--- config.mk ---
export PLATFORM = sky130hd
export DESIGN_NAME = prior_decoder
export DESIGN_NICKNAME = d
export VERILOG_FILES = /design/src/rtl/prior_pkg.sv /design/src/rtl/prior_decoder_onehot_dec.sv /design/src/rtl/prior_decoder.sv
export SDC_FILE = /design/constraint.sdc
export NUM_CORES = 1
export LEC_CHECK = 0
export CAP_MARGIN = 20
export CORE_UTILIZATION = 49
export CTS_BUF_LIST = sky130_fd_sc_hd__clkbuf_8
export CTS_CLUSTER_DIAMETER = 150
export DETAILED_ROUTE_END_ITERATION = 10
export HOLD_SLACK_MARGIN = 0.15
export PLACE_DENSITY = 0.78
export SLEW_MARGIN = 20
export SYNTH_ARGS = -nofsm -noshare
export SYNTH_HDL_FRONTEND = slang
export SYNTH_SLANG_ARGS = --single-unit
--- constraint.sdc ---
create_clock -name clk -period 1.7 [get_ports clk]
set_input_delay 0.17 -clock clk [delete_from_list [all_inputs] [get_ports clk]]
set_output_delay 0.17 -clock clk [all_outputs]
set_load 0.05 [all_outputs]
--- src/rtl/prior_pkg.sv ---
// prior_pkg: shared types and widths for prior_decoder and its decode helper.
//   state_e    : FSM states (IDLE=0, DRIVE=1, GAP=2), 2 bits
//   code_buf_t : one-entry input buffer slot (valid + code)
//   CODE_W / OUT_W / CNT_W : code, one-hot output and counter widths
package prior_pkg;
  localparam int CODE_W = 2;
  localparam int OUT_W  = 4;
  localparam int CNT_W  = 8;

  typedef enum logic [1:0] {
    IDLE  = 2'd0,
    DRIVE = 2'd1,
    GAP   = 2'd2
  } state_e;

  typedef struct packed {
    logic              vld;
    logic [CODE_W-1:0] code;
  } code_buf_t;
endpackage

--- src/rtl/prior_decoder_onehot_dec.sv ---
// onehot_dec: pure combinational 2-to-4 one-hot decode.
//   code : encoded index
//   y    : y[code] = 1, all other lines 0
module onehot_dec
  import prior_pkg::*;
(
  input  logic [CODE_W-1:0] code,
  output logic [OUT_W-1:0]  y
);
  for (genvar i = 0; i < OUT_W; i++) begin : g_line
    assign y[i] = (code == CODE_W'(i));
  end
endmodule

--- src/rtl/prior_decoder.sv ---
// prior_decoder: registered 2-to-4 one-hot decoder with timed pulse and gap.
// Accepts a code over valid/ready, drives y[code] for PULSE_LEN cycles, then
// forces y to zero for GAP_LEN cycles.
//   clk, rst   : clock, synchronous active-high reset
//   code_valid : code is offered this cycle
//   code       : encoded index to decode
//   code_ready : block can accept a code this cycle
//   y          : one-hot line, live only in DRIVE
//   busy       : high in DRIVE or GAP
//   done       : pulse on the last DRIVE cycle of each pulse
// Optional macro PRIOR_DECODER_BUFFER_EN adds a one-entry input buffer so a
// code can be taken while a pulse/gap is in flight and launched with no IDLE
// cycle in between.
module prior_decoder
  import prior_pkg::*;
#(
  parameter int PULSE_LEN = 4,
  parameter int GAP_LEN   = 1
) (
  input  logic              clk,
  input  logic              rst,
  input  logic              code_valid,
  input  logic [CODE_W-1:0] code,
  output logic              code_ready,
  output logic [OUT_W-1:0]  y,
  output logic              busy,
  output logic              done
);
  localparam logic [CNT_W-1:0] PULSE_LD = CNT_W'(PULSE_LEN - 1);
  localparam logic [CNT_W-1:0] GAP_LD   = CNT_W'((GAP_LEN > 0) ? GAP_LEN - 1 : 0);

  state_e            state, state_n;
  logic [CNT_W-1:0]  cnt, cnt_n;
  logic [CODE_W-1:0] cur, cur_n;
  logic [OUT_W-1:0]  dec;
  logic              accept, last, wrap;

  assign accept = code_valid && code_ready;
  assign last   = (cnt == '0);
  // wrap: this edge would return the FSM to IDLE
  assign wrap   = last && ((state == GAP) || (state == DRIVE && GAP_LEN == 0));

`ifdef PRIOR_DECODER_BUFFER_EN
  code_buf_t buf_q, buf_n;
  assign code_ready = !buf_q.vld;
`else
  assign code_ready = (state == IDLE);
`endif

  always_comb begin
    state_n = state;
    cnt_n   = cnt;
    cur_n   = cur;
`ifdef PRIOR_DECODER_BUFFER_EN
    buf_n   = buf_q;
`endif
    unique case (state)
      IDLE: begin
        if (accept) begin
          state_n = DRIVE;
          cnt_n   = PULSE_LD;
          cur_n   = code;
        end
      end
      DRIVE: begin
        if (!last) cnt_n = cnt - 1'b1;
        else if (GAP_LEN > 0) begin
          state_n = GAP;
          cnt_n   = GAP_LD;
        end
      end
      GAP: begin
        if (!last) cnt_n = cnt - 1'b1;
      end
      default: state_n = IDLE;
    endcase

    if (wrap) begin
      state_n = IDLE;
      cnt_n   = '0;
`ifdef PRIOR_DECODER_BUFFER_EN
      // Chain straight into the next pulse: buffered code first, else a code
      // arriving on this very edge bypasses the buffer.
      if (buf_q.vld) begin
        state_n   = DRIVE;
        cnt_n     = PULSE_LD;
        cur_n     = buf_q.code;
        buf_n.vld = 1'b0;
      end else if (accept) begin
        state_n = DRIVE;
        cnt_n   = PULSE_LD;
        cur_n   = code;
      end
`endif
    end

`ifdef PRIOR_DECODER_BUFFER_EN
    if (accept && state != IDLE && !wrap) buf_n = '{vld: 1'b1, code: code};
`endif
  end

  always_ff @(posedge clk) begin
    if (rst) begin
      state <= IDLE;
      cnt   <= '0;
      cur   <= '0;
`ifdef PRIOR_DECODER_BUFFER_EN
      buf_q <= '0;
`endif
    end else begin
      state <= state_n;
      cnt   <= cnt_n;
      cur   <= cur_n;
`ifdef PRIOR_DECODER_BUFFER_EN
      buf_q <= buf_n;
`endif
    end
  end

  onehot_dec u_dec (.code(cur), .y(dec));

  assign y    = (state == DRIVE) ? dec : '0;
  assign busy = (state != IDLE);
  assign done = (state == DRIVE) && last;
endmodule

# [Yosys cells after proc, flatten, opt, wreduce, memory -nomap -nowiden]
# Cells that the tools add are included.
[word_totals] ff_bits=12 inputBits=5 out_inout_bits=7 wordCells=33
[op_classes] addsub=1 n_eq_ne=8 muxes=8 n_bitwise=1 reduce_logical=12
[ops] op="2-to-1 mux 8 bit" count=3
[ops] op="one-hot mux 8 bit (3 select lines)" count=1
[ops] op="zero test 8 bit" count=1
[ops] op="subtractor 8 x 1 -> 8 bit (second input constant)" count=1
[ops] op="== test 2 bit (second input constant)" count=3
[ops] op="one-hot mux 2 bit (3 select lines)" count=1
[ops] op="AND reduction 3 bit" count=2
[ops] op="== test 2 x 1 -> 1 bit (second input constant)" count=2
[ops] op="zero test 2 bit" count=2
[ops] op="2-to-1 mux 2 bit" count=2
[ops] op="2-to-1 mux 4 bit" count=1
[ops] op="inequality test 2 bit (second input constant)" count=2
[ops] op="logical AND 1 bit" count=3
[ops] op="nonzero test 3 bit" count=1
[ops] op="inequality test 2 x 1 -> 1 bit (second input constant)" count=1
[ops] op="AND reduction 2 bit" count=1
[ops] op="nonzero test 2 bit" count=1
[ops] op="OR reduction 2 bit" count=1
[ops] op="NOT 1 bit" count=1

# [Longest topological paths before layout]
[depth] ltp_word=4 depth_mapped=6 ltp_nobuf=6

# [Hierarchy]
# From an unflattened synthesis, not the netlist that was laid out.
[hier_totals] hier_cells=103 area_unflattened_um2=818.3
[by_module_without_submodules] module="prior_decoder" n_inst=1 cells_per_inst=99 area_per_inst_um2=792.0 seq_area_each_um2=240.2
[by_module_without_submodules] module="onehot_dec" n_inst=1 cells_per_inst=4 area_per_inst_um2=26.3 seq_area_each_um2=0.0

# [Least setup slack after synthesis]
# Ideal clock, no wire load.
[synth_path] kind="reg2reg" from="register state[0]" to="register cnt[4]" t_arrival_ps=1995 required_time_ps=1628 setup_slack_ps=-367 path_stages_with_launch=7 path_buffers=0 synth_period_minus_slack_ps=2067 cell_sequence="dfxtp_1 > inv_1 > ha_1 > or2b_2 > o211ai_1 > or4_2 > a21oi_1"
[synth_via] elab_chain_len=4 elab_cells_between_ends=11
[synth_rtl] element="start, declared" line="prior_decoder.sv:32" text="state_e state, state_n;"
[synth_rtl] element="start signal, assigned" line="prior_decoder.sv:111" text="state <= state_n;"
[synth_rtl] element="zero test 2 bit (*)" line="prior_decoder.sv:47" text="assign code_ready = (state == IDLE);"
[synth_rtl] element="net code_ready" line="prior_decoder.sv:24" text="output logic code_ready,"
[synth_rtl] element="logical AND 1 bit" line="prior_decoder.sv:38" text="assign accept = code_valid && code_ready;"
[synth_rtl] element="inequality test 2 x 1 -> 1 bit (no source line)"
[synth_rtl] element="AND reduction 3 bit (no source line)"
[synth_rtl] element="end signal, assigned" line="prior_decoder.sv:112" text="cnt <= cnt_n;"
[synth_rtl] element="end, declared" line="prior_decoder.sv:33" text="logic [CNT_W-1:0] cnt, cnt_n;"
# Mark *: on every way through the listed nets, which the timed path passes. The rest lies on a longest branch.
# A chain may end at the register's enable or synchronous reset.

# [Worst setup path in the final report]
[layout_path] from="register cnt[3]" to="register cnt[2]"
[layout_via] elab_chain_len=3 elab_cells_between_ends=7
[layout_rtl] element="zero test 8 bit (*)" line="prior_decoder.sv:39" text="assign last = (cnt == '0);"
[layout_rtl] element="2-to-1 mux 8 bit, or another cell as far along" line="prior_decoder.sv:66" text="if (!last) cnt_n = cnt - 1'b1;"
[layout_rtl] element="one-hot mux 8 bit (3 select lines), or another cell as far along" line="prior_decoder.sv:57" text="unique case (state)"
# Every way passes the cells marked *; elsewhere a longest branch is shown, timed or not.

==> run summary <==
Status: finished, violations left
Failing checks: setup timing
Mux cell area share after synthesis: 0%
Multi-input logic area: 583 um2
Syn. warnings: 0
Main synth FF type: dfxtp_1
CTS buffer count: 3
CP Max Fanout: 5
Clk Latency, worst-skew pair: 0.24 ns
Layout Area Growth over Synthesis: 62.9%
Layout Skew: 0.00143 ns
Worst slew pin tran: 0.450 ns
Routed Antenna Nets: 0
Adder-Cell Fraction of Synth Area: 9.77%
Post-synth EDFFs: 0
Nets: 141
Core box area: 0.00138 mm2
Crit. End Element: register
Drc violations: 0
Met3 usage: 5.22%
Hold Path Class: in2reg
Max-cap violation count: 0
Flip-flop and latch area: 249 um2
Max H-tree Level: 1
Cell Area, Synth: 768 um2
IO Count: 12
Min-Delay Endpoint: cur[0]
Synth Instances: 93
Worst Path Required: 1.86 ns
Root Buffer: clkbuf_8
Aggregate routed wire length: 3090 um
CTS clock-pin slew for the worst setup and hold paths: 0.05 ns
Via count: 964
Number of global-route vias before repair: 844
Initial core utilization: 55.6%
Met2 global-route usage: 44.1%
Initial drt markers: 45
CTS Hold Bufs: 0
Number of synthesized register bits: 12
First-pass GRT wire length: 3770 um
Sequential fraction of the synthesis area: 31.3%
Hpwl dp: 1580 um
Syn_nets: 104
Fin worst setup slack: -0.199 ns
Compound-gate portion of the synthesized area: 26.4%
Slew headroom: 69.9%
Die height: 41.6 um
PwrDens: 2380 mW/mm2
Final setup violation count: 6
Final Hold Viols: 0
Maximum VDD drop: 1660 uV
Critical path type: reg2reg
Yosys cell types: 32
Syn_area_per_cell: 8.26 um2
Hold WS: 0.497 ns
Tcrit/Tclk final: 112%
Worst Hold Launch: code[0]
CP Data Arrival Time: 2.06 ns
FF-to-FF path depth: 5
Hold Crit Depth: 3
Post-synthesis xor/xnor area fraction: 0%
Die width: 41.6 um
CP startpoint kind: register
Async S/R FF share, synth: 0%
Ant. Diodes: 0
Row cnt: 13
Worst r2r dst: cnt[2]
CTS Sinks: 12
Largest family of logic cells by synthesized area: simple AND/OR/NAND/NOR gates
Reg-to-Reg Start: cnt[3]
Overflow after GRT: 0
Initial antenna violation count: 0
Via/cell ratio: 6.74
RePlAce Congestion: 0.896
Global-route layer with the greatest usage: met2
CTS tree: yes
Finished Layout Cells: 143
Largest net degree at the start of global routing: 9
PortBufs: 11
RSZ-0062 raised after global routing: true
Die area: 0.00173 mm2
Final Max Tran Viols: 0
R2R setup slack: -0.20 ns
M1 GR Usage: 37.7%
Max Root-Sink Buffers: 2
LEAKAGE: 0.519 nW
Fillers: 58
Post-Synth Simple-Gate Area: 28.2%
Tot GR Track Use: 28.3%
# placed instances: 135
Peak Freq: 0.527 GHz
First-pass DRT Iterations: 4
Drt wl/cell: 21.6 um
Minimum clock period: 1.90 ns
Share of layout cells above drive strength 1: 46.9%
[logic make-up (layout without fill, tap and decap cells)]
logic type | after synthesis | count (layout)
adders and majority gates | 6 | 6
buffers and inverters | 9 | 44
DFF | 12 | 12
AOI/OAI and AO/OA | 32 | 32
and+or+nand+nor | 34 | 34
[worst max-delay path, stage by stage, from the launching register on]
cell	delay, ns
dfxtp_2	0.31
or4_4	0.57
o211ai_1	0.41
buf_4	0.22
o21ai_1	0.09
a21oi_1	0.20
[sequential cells by signal (all words and copies together), names as in the netlist]
register,cells
cur,2
state,2
cnt,8
[worst max path at each step]
stage	start	end	slack [ns]
after floorplan	state[0]	cnt[4]	-0.06
after global placement	code_valid	cnt[6]	-0.05
after detailed placement	cnt[4]	cnt[7]	-0.09
after CTS	cnt[3]	cnt[7]	-0.02
after global routing	cnt[3]	cnt[2]	-0.24
final	cnt[3]	cnt[2]	-0.20
[cell usage after synthesis, types with 2 or more instances]
master    count  area share, %
nor2_1        3            1.5
nor3_1        2            1.3
o211ai_1      2            2.0
o221a_2       2            2.9
or2_2         2            1.6
and3_1        2            1.6
nand3_1       2            1.3
a21oi_1      14            9.1
inv_1         9            4.4
a31oi_1       2            1.6
or3_1         4            3.3
dfxtp_1      12             31
nor3b_1       2            2.0
or4_2         2            2.3
o31ai_1       3            2.9
nand2_1       5            2.4
ha_1          6            9.8
o21ai_0       5            3.3
[placed cells by master (no fill, tap or decap), types with 3 or more instances in the layout]
master | synthesis | routed
inv_1 | 9 | 5
dfxtp_1 | 12 | 7
or3_1 | 4 | 4
inv_2 | 0 | 4
o31ai_1 | 3 | 3
ha_4 | 0 | 3
clkdlybuf4s50_1 | 0 | 4
clkbuf_8 | 0 | 3
o21ai_1 | 0 | 3
nand2_1 | 5 | 5
nor2_1 | 3 | 3
dfxtp_2 | 0 | 4
buf_4 | 0 | 22
a21oi_1 | 14 | 13
buf_12 | 0 | 6
[timing repair]
action,in CTS,in global routing
gates resized for setup,7,15
setup buffers,3,2
cloned,0,0
pin swaps,6,4
endpoints found under the setup margin,6,10
[where the power goes]
group	leakage [nW]	switching, mW	total [mW]	internal, mW
registers	0.100	0.104	0.498	0.394
clock network	0.0216	0.107	0.263	0.156
logic	0.397	1.20	2.22	1.02
total	0.519	1.41	2.98	1.57
[metal layers]
| metal | part of all wire, % | wire (um) |
|---|---|---|
| met5 | 0 | 0 |
| met1 | 38 | 1170 |
| met3 | 8.2 | 252 |
| met4 | 8.4 | 261 |
| met2 | 46 | 1410 |
[through the flow]
step | util [%] | worst slack [ns] | area (um2) | total power, mW | setup TNS [ns]
after floorplan | - | -0.0640 | 788 | 1.55 | -0.145
after global placement | 79.2 | -0.0485 | 1090 | 2.18 | -0.125
after detailed placement | 79.2 | -0.0944 | 1090 | 2.25 | -0.386
after CTS | 84.9 | -0.0231 | 1170 | 2.60 | -0.0620
after global routing | 90.5 | -0.237 | 1250 | 3.13 | -0.983
final | 90.5 | -0.199 | 1250 | 2.98 | -0.714
[area by class of cell]
cell class                 instances  share of cell area (%)
clock buffer                       3                    3.30
inverter                           9                    2.70
multi-input combinational         72                    46.6
sequential                        12                    19.9
tap                               15                    1.50
timing repair buffer              32                    26.0
Power figures use the tool's default switching activity.
